### config.mk
export PLATFORM = sky130hd
export DESIGN_NAME = threshold_write_arbiter_flat
export DESIGN_NICKNAME = d
export VERILOG_FILES = /design/src/rtl/threshold_write_arbiter_pkg.sv /design/src/rtl/threshold_write_arbiter_if.sv /design/src/rtl/threshold_write_arbiter_rr.sv /design/src/rtl/threshold_write_arbiter.sv /design/src/flat_wrapper.sv
export SDC_FILE = /design/constraint.sdc
export NUM_CORES = 1
export LEC_CHECK = 0
export CELL_PAD_IN_SITES_DETAIL_PLACEMENT = 1
export CELL_PAD_IN_SITES_GLOBAL_PLACEMENT = 1
export CORE_MARGIN = 2
export CORE_UTILIZATION = 45
export CTS_BUF_LIST = sky130_fd_sc_hd__clkbuf_8
export DETAILED_ROUTE_END_ITERATION = 8
export GPL_ROUTABILITY_DRIVEN = 0
export PLACE_DENSITY_LB_ADDON = 0.1
export RECOVER_POWER = 25
export SKIP_LAST_GASP = 1
export SYNTH_ARGS = -nofsm -noshare
export SYNTH_HDL_FRONTEND = slang
export SYNTH_SLANG_ARGS = --single-unit
### constraint.sdc
create_clock -name clk_in -period 6.7 [get_ports clk_in]
set_input_delay 1.005 -clock clk_in [delete_from_list [all_inputs] [get_ports clk_in]]
set_output_delay 1.005 -clock clk_in [all_outputs]
set_load 0.01 [all_outputs]
### src/rtl/threshold_write_arbiter_pkg.sv
// Shared constants and per-requester frame state
// for the threshold write arbiter.
package threshold_write_arbiter_pkg;

  localparam int NUM_REQ      = 4;
  localparam int ADDR_W       = 17;
  localparam int FRAME_PIXELS = 76800;
  localparam int TOP_ADDR     = FRAME_PIXELS - 1;

  typedef enum logic [1:0] {
    ST_IDLE,
    ST_ACTIVE,
    ST_DONE
  } state_t;

endpackage

### src/rtl/threshold_write_arbiter_if.sv
// Requester handshake and shared BRAM write port
// bundled for the arbiter.
interface threshold_write_arbiter_if #(
  parameter int PIXEL_W = 8
);
  import threshold_write_arbiter_pkg::*;

  logic [NUM_REQ-1:0]              enable_in;
  logic [NUM_REQ-1:0]              req_valid_in;
  logic [NUM_REQ-1:0]              req_sof_in;
  logic [NUM_REQ-1:0][PIXEL_W-1:0] req_pixel_in;
  logic [NUM_REQ-1:0]              req_ready_out;
  logic                            bram_we_out;
  logic [1:0]                      bram_bank_out;
  logic [ADDR_W-1:0]               bram_addr_out;
  logic [PIXEL_W-1:0]              bram_din_out;
  logic [NUM_REQ-1:0]              frame_done_out;
  logic [NUM_REQ-1:0]              err_out;

  modport master (
    output enable_in,
    output req_valid_in,
    output req_sof_in,
    output req_pixel_in,
    input  req_ready_out,
    input  bram_we_out,
    input  bram_bank_out,
    input  bram_addr_out,
    input  bram_din_out,
    input  frame_done_out,
    input  err_out
  );

  modport slave (
    input  enable_in,
    input  req_valid_in,
    input  req_sof_in,
    input  req_pixel_in,
    output req_ready_out,
    output bram_we_out,
    output bram_bank_out,
    output bram_addr_out,
    output bram_din_out,
    output frame_done_out,
    output err_out
  );

endinterface

### src/rtl/threshold_write_arbiter_rr.sv
// Four-way round-robin arbiter with registered
// priority pointer and one-hot grant.
module rr_arbiter_4 (
  input  logic       clk_in,
  input  logic       rst_in,
  input  logic [3:0] i_req,
  output logic [3:0] o_grant
);

  logic [1:0] r_ptr;
  logic [3:0] w_grant;
  logic [1:0] w_idx;
  logic [1:0] w_cand;

  // Walk backwards so the candidate nearest
  // the pointer is the last one to win.
  always_comb begin
    w_grant = '0;
    w_idx   = r_ptr;
    w_cand  = r_ptr;
    for (int k = 3; k >= 0; k--) begin
      w_cand = r_ptr + 2'(k);
      if (i_req[w_cand]) begin
        w_grant = 4'b0001 << w_cand;
        w_idx   = w_cand;
      end
    end
  end

  assign o_grant = rst_in ? 4'b0000 : w_grant;

  always_ff @(posedge clk_in) begin
    if (rst_in) begin
      r_ptr <= '0;
    end else if (|w_grant) begin
      r_ptr <= w_idx + 2'd1;
    end
  end

endmodule

### src/rtl/threshold_write_arbiter.sv
// Arbitrates four pixel streams onto one BRAM
// write port, each filling its frame top-down.
module threshold_write_arbiter #(
  parameter int PIXEL_W      = 8,
  parameter int FRAME_PIXELS =
    threshold_write_arbiter_pkg::FRAME_PIXELS
) (
  input logic                      clk_in,
  input logic                      rst_in,
  threshold_write_arbiter_if.slave bus
);
  import threshold_write_arbiter_pkg::*;

  localparam logic [ADDR_W-1:0] TOP =
    ADDR_W'(FRAME_PIXELS - 1);
  localparam logic [ADDR_W-1:0] TOP_M1 =
    ADDR_W'(FRAME_PIXELS - 2);

  logic [NUM_REQ-1:0] w_req;
  logic [NUM_REQ-1:0] w_grant;
  logic [1:0]         w_idx;

  state_t            r_state [NUM_REQ];
  logic [ADDR_W-1:0] r_cnt   [NUM_REQ];
  logic               r_we;
  logic [1:0]         r_bank;
  logic [ADDR_W-1:0]  r_addr;
  logic [PIXEL_W-1:0] r_din;
  logic [NUM_REQ-1:0] r_done;
  logic [NUM_REQ-1:0] r_err;

  assign w_req = bus.req_valid_in & bus.enable_in;

  rr_arbiter_4 u_rr (
    .clk_in  (clk_in),
    .rst_in  (rst_in),
    .i_req   (w_req),
    .o_grant (w_grant)
  );

  always_comb begin
    w_idx = 2'd0;
    unique case (1'b1)
      w_grant[1]: w_idx = 2'd1;
      w_grant[2]: w_idx = 2'd2;
      w_grant[3]: w_idx = 2'd3;
      default:    w_idx = 2'd0;
    endcase
  end

  always_ff @(posedge clk_in) begin
    if (rst_in) begin
      r_we   <= 1'b0;
      r_bank <= '0;
      r_addr <= '0;
      r_din  <= '0;
      r_done <= '0;
      r_err  <= '0;
      for (int k = 0; k < NUM_REQ; k++) begin
        r_state[k] <= ST_IDLE;
        r_cnt[k]   <= '0;
      end
    end else begin
      r_we   <= 1'b0;
      r_done <= '0;
      if (|w_grant) begin
        if (bus.req_sof_in[w_idx]) begin
          // A restart while active truncates the
          // old frame but still writes the new one.
          if (r_state[w_idx] == ST_ACTIVE)
            r_err[w_idx] <= 1'b1;
          r_we           <= 1'b1;
          r_bank         <= w_idx;
          r_addr         <= TOP;
          r_din          <= bus.req_pixel_in[w_idx];
          r_state[w_idx] <= ST_ACTIVE;
          r_cnt[w_idx]   <= TOP_M1;
        end else if (r_state[w_idx] == ST_ACTIVE) begin
          r_we   <= 1'b1;
          r_bank <= w_idx;
          r_addr <= r_cnt[w_idx];
          r_din  <= bus.req_pixel_in[w_idx];
          if (r_cnt[w_idx] == '0) begin
            r_state[w_idx] <= ST_DONE;
            r_done[w_idx]  <= 1'b1;
          end else begin
            r_cnt[w_idx] <= r_cnt[w_idx] - 1'b1;
          end
        end else begin
          r_err[w_idx] <= 1'b1;
        end
      end
    end
  end

  assign bus.req_ready_out  = w_grant;
  assign bus.bram_we_out    = r_we;
  assign bus.bram_bank_out  = r_bank;
  assign bus.bram_addr_out  = r_addr;
  assign bus.bram_din_out   = r_din;
  assign bus.frame_done_out = r_done;
  assign bus.err_out        = r_err;

endmodule

### src/flat_wrapper.sv
// flat-port wrapper written by rule: the top's interface ports become plain ports
module threshold_write_arbiter_flat import threshold_write_arbiter_pkg::*;
#(
  parameter int PIXEL_W      = 8,
  parameter int FRAME_PIXELS =
    threshold_write_arbiter_pkg::FRAME_PIXELS
)
  (clk_in, rst_in, bus_enable_in, bus_req_valid_in, bus_req_sof_in, bus_req_pixel_in, bus_req_ready_out, bus_bram_we_out, bus_bram_bank_out, bus_bram_addr_out, bus_bram_din_out, bus_frame_done_out, bus_err_out);
  threshold_write_arbiter_if #(.PIXEL_W(PIXEL_W)) bus_i ();
  input logic clk_in;
  input logic rst_in;
  input wire logic [$bits(bus_i.enable_in)-1:0] bus_enable_in;
  input wire logic [$bits(bus_i.req_valid_in)-1:0] bus_req_valid_in;
  input wire logic [$bits(bus_i.req_sof_in)-1:0] bus_req_sof_in;
  input wire logic [$bits(bus_i.req_pixel_in)-1:0] bus_req_pixel_in;
  output wire logic [$bits(bus_i.req_ready_out)-1:0] bus_req_ready_out;
  output wire logic [$bits(bus_i.bram_we_out)-1:0] bus_bram_we_out;
  output wire logic [$bits(bus_i.bram_bank_out)-1:0] bus_bram_bank_out;
  output wire logic [$bits(bus_i.bram_addr_out)-1:0] bus_bram_addr_out;
  output wire logic [$bits(bus_i.bram_din_out)-1:0] bus_bram_din_out;
  output wire logic [$bits(bus_i.frame_done_out)-1:0] bus_frame_done_out;
  output wire logic [$bits(bus_i.err_out)-1:0] bus_err_out;
  assign bus_i.enable_in = bus_enable_in;
  assign bus_i.req_valid_in = bus_req_valid_in;
  assign bus_i.req_sof_in = bus_req_sof_in;
  assign bus_i.req_pixel_in = bus_req_pixel_in;
  assign bus_req_ready_out = bus_i.req_ready_out;
  assign bus_bram_we_out = bus_i.bram_we_out;
  assign bus_bram_bank_out = bus_i.bram_bank_out;
  assign bus_bram_addr_out = bus_i.bram_addr_out;
  assign bus_bram_din_out = bus_i.bram_din_out;
  assign bus_frame_done_out = bus_i.frame_done_out;
  assign bus_err_out = bus_i.err_out;
  threshold_write_arbiter #(.PIXEL_W(PIXEL_W), .FRAME_PIXELS(FRAME_PIXELS)) u_core (.clk_in(clk_in), .rst_in(rst_in), .bus(bus_i));
endmodule
== Yosys cells after proc, flatten, opt, wreduce, memory -nomap -nowiden ==
Memory sizes are Yosys's and may differ from the RTL's.
Cells that the tools add are included.

* Register bits: 38
* Latch bits: 0
* RAM bits: 76
* Bits in read-only memories: 0
* Bits of input ports: 46
* Output and inout bits: 40
* Logic and storage cells: 106
* Memories: 2

{| class="wikitable"
|+ Memory list
! memory !! words !! bits a word !! rd ports !! clocked after Yosys merged registers in !! wr ports !! RTL line !! text
|-
| u_core.r_cnt || 4 || 17 || 1 || 0 || 4 || threshold_write_arbiter.sv:24 || <nowiki>logic [ADDR_W-1:0] r_cnt [NUM_REQ];</nowiki>
|-
| u_core.r_state || 4 || 2 || 1 || 0 || 4 || threshold_write_arbiter.sv:23 || <nowiki>state_t r_state [NUM_REQ];</nowiki>
|}

* Add/sub/neg operators: 5
* Multipliers: 0
* Divide/modulo/power cells: 0
* Magnitude comparators: 6
* Eq/ne operators: 3
* Shift operators: 4
* Multiplexer cells: 61
* Bitwise operators: 7
* Reduce and logical (&&, ||, !) cells: 11

{| class="wikitable"
|+ Operators by type and width
! operator !! count
|-
| 17-bit two-way mux || 4
|-
| 4-bit two-way mux || 8
|-
| 1-bit two-way mux || 28
|-
| 8-bit two-way mux || 3
|-
| 2-bit two-way mux || 10
|-
| 17-bit zero test || 1
|-
| 17-bit OR reduction || 1
|-
| 17-bit by 1-bit subtractor with 17-bit output (second input constant) || 1
|-
| 8-bit binary-select mux with 2-bit select || 1
|-
| 1-bit by 2-bit left shift with 4-bit output (first input constant) || 4
|-
| 2-bit by 3-bit less-than comparator with 1-bit output (second input constant) || 5
|-
| 1-bit binary-select mux with 2-bit select || 5
|-
| 4-bit OR reduction || 2
|-
| 2-bit case mux with 3 select lines || 1
|-
| 5-bit OR reduction || 1
|-
| 2-bit by 1-bit adder with 2-bit output (second input constant) || 2
|-
| 2-bit adder (second input constant) || 2
|-
| 4-bit bitwise AND || 1
|-
| 4-bit OR || 1
|-
| 2-bit OR reduction || 2
|-
| 1-bit inverter || 3
|-
| 3-bit AND reduction || 1
|-
| 1-bit demux with 2-bit select || 1
|-
| 2-bit by 1-bit equality test with 1-bit output (second input constant) || 1
|-
| 7 further kinds || 8
|}

== Longest topological paths before layout ==
Gate-level depths: netlist of the first run.
An unclocked memory read counts as a cell.

* Word-level depth: 20
* Mapped depth: 19
* Depth with buffers taken out: 16

== Modules after synthesis ==
From an unflattened synthesis of the first run, not the netlist that was laid out.

* Cells, all modules: 597
* Area total of the unflattened synthesis: 6058.3 sq um

{| class="wikitable"
|+ By module, submodules not included
! module !! instances !! cells an instance !! area an instance (sq um) !! seq. area each (sq um)
|-
| threshold_write_arbiter || 1 || 501 || 5298.8 || 3002.9
|-
| rr_arbiter_4 || 1 || 96 || 759.5 || 40.0
|}

== Least setup slack after synthesis of the first run ==
No wires, ideal clock.

* Path type: input to register
* Start point: in bus_req_valid_in[3]
* End point: mem u_core.r_cnt[3][0] (enable)
* Library setup time: 0.393 ns
* Data arrival time: 5.487 ns
* Required time: 6.307 ns
* Setup slack: 0.820 ns
* Cell stages on the path: 18
* Path buffers: 3
* Cell sequence: and2_1 > mux4_2 > a211o_1 > o221a_2 > buf_2 > nor2_1 > a22o_1 > a221o_1 > inv_1 > ha_1 > nand3_1 > o22ai_1 > o22ai_2 > nand4bb_1 > buf_2 > o22ai_2 > buf_2 > o21ai_1

{| class="wikitable"
|+ RTL lines
! what !! RTL line !! text
|-
| start: declaration || flat_wrapper.sv:13 || <nowiki>input wire logic [$bits(bus_i.req_valid_in)-1:0] bus_req_valid_in;</nowiki>
|-
| end: declaration || threshold_write_arbiter.sv:24 ||
|}

== Worst setup path after layout of the first run ==
* Start point: reg u_core.u_rr.r_ptr[0]
* End point: reg u_core.r_done[0] (netlist: u_core.bus.frame_done_out[0])

* Cells in the longest elaborated chain, start to end: 13
* Elaborated cells between the ends (all ways): 37
* Classes of those cells: add/sub (3); order compare (2); eq/ne (1); shift (4); mux (18); bitwise (3); reduce/logical (4); memory (2)

{| class="wikitable"
|+ RTL lines
! what !! RTL line !! text
|-
| start: declaration || threshold_write_arbiter_rr.sv:10 || <nowiki>logic [1:0] r_ptr;</nowiki>
|-
| start signal: assignment || threshold_write_arbiter_rr.sv:36 || <nowiki>r_ptr <= w_idx + 2'd1;</nowiki>
|-
| 2-bit adder || threshold_write_arbiter_rr.sv:22 || <nowiki>w_cand = r_ptr + 2'(k);</nowiki>
|-
| 1-bit binary-select mux with 2-bit select || threshold_write_arbiter_rr.sv:23 || <nowiki>if (i_req[w_cand]) begin</nowiki>
|-
| 1-bit two-way mux (implied by the code) || threshold_write_arbiter_rr.sv:23 ||
|-
| 4-bit two-way mux (3 in series) || threshold_write_arbiter_rr.sv:23 ||
|-
| 4-bit two-way mux (*) || threshold_write_arbiter_rr.sv:23 ||
|-
| 4-bit two-way mux (*) || threshold_write_arbiter_rr.sv:30 || <nowiki>assign o_grant = rst_in ? 4'b0000 : w_grant;</nowiki>
|-
| 2-bit case mux with 3 select lines || threshold_write_arbiter.sv:43 || <nowiki>unique case (1'b1)</nowiki>
|-
| memory 4 x 17 bit (tied with other cells) || n/a ||
|-
| 17-bit zero test (tied with other cells) || threshold_write_arbiter.sv:83 || <nowiki>if (r_cnt[w_idx] == '0) begin</nowiki>
|-
| 1-bit inverter (no line) / 1-bit two-way mux (equally long branches) || n/a ||
|-
| 5-bit OR reduction (no line) / 1-bit demux with 2-bit select (equally long branches) || n/a ||
|-
| end signal: assignment || threshold_write_arbiter.sv:57 || <nowiki>r_done <= '0;</nowiki>
|-
| end signal: assignment || threshold_write_arbiter.sv:65 || <nowiki>r_done <= '0;</nowiki>
|-
| end signal: indexed assignment || threshold_write_arbiter.sv:85 || <nowiki>r_done[w_idx] <= 1'b1;</nowiki>
|-
| end: declaration || threshold_write_arbiter.sv:29 || <nowiki>logic [NUM_REQ-1:0] r_done;</nowiki>
|}

Mark *: on every way between the ends. The rest lies on a longest branch, timed or not. The select of a mux whose other input is x is not followed.
A chain may end at the register's enable or synchronous reset.

==> impl_metrics.csv, run 1 <==
group,metric,value,unit
grt,grt-ovfl-total,0,
worst_setup_path,rrSetupSlack,0.55,ns
worst_setup_path,crit_arrival,6.49,ns
logic_synthesis,yosys_warnings,0,
die,initial_core_util,0.456,
logic_synthesis,syn_avg_cell_area,10.3,µm²
die,die_h,122,µm
grt,grt_pass1_wl,32.9,mm
worst_setup_path,path_class,"flip-flop to flip-flop",
worst_setup_path,reg2regPathDepth,17,
worst_setup_path,crit_chain,"inv_1 > ha_1 > mux4_2 > and3_1 > o221a_1 > nor2_1 > buf_4 > a221o_1 > inv_1 > ha_1 > nand3_1 > o22ai_1 > o22ai_2 > buf_4 > nor3_1 > nand4_1 > nor2_1",
grt,grt_util_all_layers,0.299,
logic_synthesis,yosys-top-cells-count,"edfxtp_1 (76), nor2_1 (59), a21oi_1 (54), nor3_1 (47), nand2_1 (39)",
cts,clk_latency,0.45,ns
worst_setup_path,end_kind,"flip-flop",
logic_synthesis,synth_seq_area_share,0.487,
min_path,hp-start,"u_core.bus.bram_addr_out[12]$_SDFFE_PP0P_",
job,drv_cap,0,
sta,max_freq,163,MHz
detailed_routing,wire_per_inst,24.2,µm
cts,clock-sinks,114,
logic_synthesis,synth_area,0.00625,mm²
cts,cts_tree,"built",
worst_setup_path,reg2reg_from,"u_core.u_rr.r_ptr[0]$_SDFFE_PP0P_",
min_path,hp-class,"flip-flop to flip-flop",
worst_setup_path,slowest_delay,0.70,ns
sta,setup_viol,0,
die,dieArea,0.0149,mm²
sta,hold_violations,0,
outcome,status,"finished clean",
logic_synthesis,ys_types,81,
cts,cts_buffers,17,
detailed_routing,drtPass1Iterations,6,
layout,drive_gt1_frac,0.152,
logic_synthesis,synth_largest_type_area_fraction,0.365,
logic_synthesis,synth_cells,606,
sta,max-slew-margin-rel,0.314,
logic_synthesis,yosys.area.top_type,"edfxtp_1",
logic_synthesis,syn_nets,661,
placement,portBuffers,85,
placement,dp_hpwl,15.8,mm
die,num_rows,43,
detailed_routing,via_per_inst,6.61,
sta,final.min_clock_period,6.15,ns
worst_setup_path,required,7.05,ns
worst_setup_path,reg2reg_to,"u_core.bus.frame_done_out[0]$_SDFF_PP0_",
detailed_routing,drt_wl_total,21.7,mm
cts,post_cts_resized,0,
cts,cts-root-buf,"clkbuf_8",
worst_setup_path,critPathSlowestCell,"dfxtp_1",
min_path,whs_endpoint,"u_core.bus.bram_addr_out[12]$_SDFFE_PP0P_",
logic_synthesis,async_flop_share,0,
detailed_routing,drc,0,
sta,finClkSkew,0.0134,ns
pwr,leakage,0.00293,µW
detailed_routing,detail-route-antenna-nets,0,
logic_synthesis,synthTopCellsByArea,"edfxtp_1 (37%), dfxtp_1 (12%), a21oi_1 (4.3%)",
layout,nets,761,
grt,antenna_found_initial,0,
detailed_routing,drt-initial-drc-count,602,
grt,grt_max_degree,33,
logic_synthesis,yosysMostFrequentCell,"edfxtp_1",
sta,rsz0062_at_grt,"no",
pwr,ir_worst_vdd,0.218,mV
sta,worst_slew_pin_slew,1.03,ns
logic_synthesis,ys.flop_type,"edfxtp_1",
cts,cts.reportedPaths.clkPinSlew,0.07,ns
sta,fin_tns_setup,0,ns
layout,area_growth,24.5,%
die,coreArea,0.0137,mm²
min_path,hold_path_depth,2,
cts,h-tree-depth,4,
worst_setup_path,start_kind,"flip-flop",
die,die_width,122,µm
layout,insertedDiodeCount,0,
die,ios,86,
pwr,total_power,4700,µW
cts,hold_buffers,0,
detailed_routing,vias,5932,
grt,grt_pass1_vias,5791,
cts,post_cts_buffers,0,
worst_setup_path,critPathMaxFanout,18,
cts,cts.path.max_buffers,2,
sta,drv_slew,0,
sta,finalCritPeriodShare,0.918,
pwr,p_per_area,605,mW/mm²
logic_synthesis,yosys_register_bits,114,
logic_synthesis,synth_edf_count,76,
[placed cells by master, fill, tap and decap left out, types with 7 or more instances in the layout]
cell type and count:
a31o_2 9, dlygate4sd3_1 37, or3_1 9, a222oi_1 9, ha_1 9, buf_4 31, o21ai_0 17, o21ai_1 8
edfxtp_1 76, mux2i_1 9, nand2_1 39, mux4_2 8, dfxtp_1 38, a211oi_1 8, nand4_1 9, a21oi_1 54
a31oi_1 9, clkbuf_8 17, inv_1 13, nor3_1 46, and2_1 7, nor2_1 59, nand3_1 8, clkdlybuf4s50_1 48
[logic make-up after synthesis]
group / share of synthesized area
simple gates: 0.173
compound gates: 0.232
flops: 0.487
buf+inv: 0.0362
mux: 0.0456
fa+ha+maj: 0.0180
xor+xnor: 0.00840
[worst max-delay path by stage]
stage,to,startpoint,cells past startpoint
after global placement,u_core.bus.frame_done_out[0]$_SDFF_PP0_,bus_req_valid_in[1],18
after CTS,u_core.bus.frame_done_out[0]$_SDFF_PP0_,u_core.u_rr.r_ptr[0]$_SDFFE_PP0P_,17
final,u_core.bus.frame_done_out[0]$_SDFF_PP0_,u_core.u_rr.r_ptr[0]$_SDFFE_PP0P_,17
after floorplan,u_core.r_cnt[3][0]$_DFFE_PP_,bus_req_valid_in[3],18
after global routing,u_core.bus.frame_done_out[0]$_SDFF_PP0_,u_core.u_rr.r_ptr[0]$_SDFFE_PP0P_,17
after detailed placement,u_core.bus.frame_done_out[0]$_SDFF_PP0_,bus_req_valid_in[1],18
[power by group]
group          leakage, µW  internal, µW  switching [µW]
Clock             0.000204           357             283
Combinational      0.00163           999            1900
Sequential         0.00110          1040             128
[sequential cells by signal, indices dropped and copies added, names as in the netlist]
| signal | flops |
|---|---|
| u_core.bus.bram_we_out | 1 |
| u_core.r_state | 8 |
| u_core.bus.frame_done_out | 4 |
| u_core.bus.bram_bank_out | 2 |
| u_core.u_rr.r_ptr | 2 |
| u_core.bus.bram_din_out | 8 |
| u_core.bus.err_out | 4 |
| u_core.r_cnt | 68 |
| u_core.bus.bram_addr_out | 17 |
[final cells by class]
class                      count  area (µm²)
sequential                   114        3040
inverter                      16        60.1
multi-input combinational    438        2980
timing repair buffer         119        1090
fill                        1525        5940
tap                          180         225
clock buffer                  17         234
clock inverter                14         149
[stage by stage]
step           utilization  cells  worst slack (ns)  cell area, µm²  hold WS, ns
2_1_floorplan            -    606             0.820            6250        0.476
3_3_place_gp         0.541    867             0.723            7420        0.448
3_5_place_dp         0.541    867             0.587            7420        0.462
4_1_cts              0.569    898             0.933            7800        0.469
5_1_grt              0.567    898             0.310            7780        0.481
6_report             0.567    898             0.552            7780        0.465
[critical path: cells and delay by family, from the launching register on]
family,cells,cell delay (ns)
buffers and inverters,4,0.92
multiplexers,1,0.44
flip-flops,1,0.70
adder cells (fa/ha/maj),2,0.75
AND/OR/NAND/NOR,6,1.88
AO/OA/AOI/OAI,4,1.35
[layer usage]
metal / part of all wire / track usage / wire length, µm
met1: 0.42 / 0.387 / 9030
met2: 0.46 / 0.474 / 9880
met3: 0.090 / 0.0660 / 1940
met5: 0 / 0 / 0
met4: 0.039 / 0.148 / 837
Power figures use the tool's default switching activity.
==> run 2, diff against run 1 <==
CORE_UTILIZATION = 50   (was 45)
DONT_BUFFER_PORTS = 1   (was not set)
==> run 2 against run 1 <==
Clock skew decreased by 0.0026 ns. Clock-buffer cell count unchanged. Sequential share of layout area increased by 4.9 points. Wire length is 4.0% lower. Global-route usage up 2.1 points. Critical endpoint is now u_core.r_cnt[3][2]$_DFFE_PP_. Final area fell by 11%. Via count shrank 7.4%. Critical path depth increased by 2. Register-to-register slack worse by 0.04 ns. Non-clock buffer count down 85.
==> impl_metrics.csv, run 2 (synthesis results as in run 1) <==
group,metric,value,unit
grt,grt_max_degree,31,
cts,hold_buffers,0,
sta,final.min_clock_period,6.19,ns
die,num_rows,40,
cts,post_cts_buffers,0,
detailed_routing,drtPass1Iterations,6,
detailed_routing,wire_per_inst,26.0,µm
die,die_width,116,µm
sta,max_freq,162,MHz
die,dieArea,0.0134,mm²
die,coreArea,0.0121,mm²
layout,area_growth,10.5,%
sta,rsz0062_at_grt,"no",
worst_setup_path,critPathMaxFanout,21,
sta,worst_slew_pin_slew,0.944,ns
grt,grt-ovfl-total,0,
sta,finClkSkew,0.0108,ns
grt,grt_pass1_vias,5536,
job,drv_cap,0,
cts,clock-sinks,114,
layout,nets,676,
cts,cts-root-buf,"clkbuf_8",
cts,cts.reportedPaths.clkPinSlew,0.07,ns
layout,largest_register_ffs,68,
sta,whs,0.493,ns
placement,dp_hpwl,14.8,mm
detailed_routing,detail-route-antenna-nets,0,
outcome,status,"finished clean",
sta,finalCritPeriodShare,0.924,
worst_setup_path,crit_arrival,6.38,ns
layout,regMostFlops,"u_core.r_cnt",
die,initial_core_util,0.516,
cts,cts_tree,"built",
worst_setup_path,path_class,"flip-flop to flip-flop",
detailed_routing,drt_wl_total,20.8,mm
worst_setup_path,required,6.89,ns
grt,grt_pass1_wl,31.6,mm
sta,fin_tns_setup,0,ns
sta,setup_viol,0,
layout,most-common-layout-cells,"edfxtp_1 (76), nor2_1 (59), a21oi_1 (54)",
grt,antenna_found_initial,0,
layout,final_cell_area,0.00691,mm²
placement,portBuffers,0,
detailed_routing,via_per_inst,6.85,
layout,drive_gt1_frac,0.181,
detailed_routing,drc,0,
die,ios,86,
cts,h-tree-depth,4,
placement,placed_area,0.00657,mm²
grt,grt_util_all_layers,0.319,
detailed_routing,drt-initial-drc-count,574,
sta,max-slew-margin-rel,0.371,
sta,drv_slew,0,
layout,final_common_cell,"edfxtp_1",
worst_setup_path,start_kind,"flip-flop",
die,die_h,116,µm
sta,hold_violations,0,
cts,post_cts_resized,0,
worst_setup_path,end_kind,"flip-flop",
cts,cts.path.max_buffers,2,
cts,clk_latency,0.45,ns
detailed_routing,vias,5493,
min_path,hp-class,"flip-flop to flip-flop",
cts,cts_buffers,17,
layout,insertedDiodeCount,0,
-- run 2: cell count changes in the layout (fill, tap and decap cells not counted), moves of 2 or more --
cell and delta:
clkdlybuf4s50_1 -48, dlygate4sd3_1 -37, inv_1 -3, bufinv_16 -2, clkinvlp_4 +6
-- run 2: final timing paths --
kind	slack [ns]	endpoint	startpoint	cells after the start
setup / recovery	0.51	u_core.r_cnt[3][2]$_DFFE_PP_	u_core.u_rr.r_ptr[0]$_SDFFE_PP0P_	19
hold / removal	0.49	u_core.bus.bram_addr_out[12]$_SDFFE_PP0P_	u_core.bus.bram_addr_out[12]$_SDFFE_PP0P_	2
hold reg to reg	0.49	u_core.bus.bram_addr_out[12]$_SDFFE_PP0P_	u_core.bus.bram_addr_out[12]$_SDFFE_PP0P_	2
setup reg to reg	0.51	u_core.r_cnt[3][2]$_DFFE_PP_	u_core.u_rr.r_ptr[0]$_SDFFE_PP0P_	19
-- run 2: critical path, cell delays in order, from the launching register on --
cell       delay, ns
dfxtp_1         0.71
inv_2           0.22
ha_1            0.45
mux4_2          0.39
nor3_2          0.41
a211o_1         0.51
nor2_1          0.26
a22o_1          0.28
a221o_1         0.45
inv_1           0.20
ha_1            0.28
nand3_1         0.10
o22ai_1         0.24
o22ai_2         0.12
nand4bb_1       0.21
buf_4           0.22
o22ai_2         0.17
buf_4           0.33
o21ai_1         0.13
buf_4           0.23
-- run 2: layout make-up --
cell class | instances | area (µm²)
tap | 168 | 210
sequential | 114 | 3040
multi-input combinational | 438 | 2990
clock buffer | 17 | 234
inverter | 16 | 60.1
fill | 1353 | 5200
timing repair buffer | 34 | 256
clock inverter | 15 | 121
-- run 2: routing by layer --
layer,part of all wire,global-route usage,vias up
li1,-,-,2408
met1,0.41,0.424,2756
met2,0.47,0.506,276
met3,0.085,0.0732,53
met4,0.034,0.137,0
met5,0,0,-
-- run 2: metrics by stage --
| stage | setup WS (ns) | instances | util |
|---|---|---|---|
| final | 0.510 | 802 | 0.571 |
| after global routing | 0.148 | 802 | 0.571 |
| after CTS | 0.601 | 802 | 0.572 |
| after detailed placement | 0.627 | 770 | 0.543 |
| after global placement | 0.899 | 770 | 0.543 |
| after floorplan | 0.820 | 606 | - |
Power of run 2 is left out: the tool's default activity adds up to more than one toggle a clock period on the data nets, which glitch-free logic cannot reach.
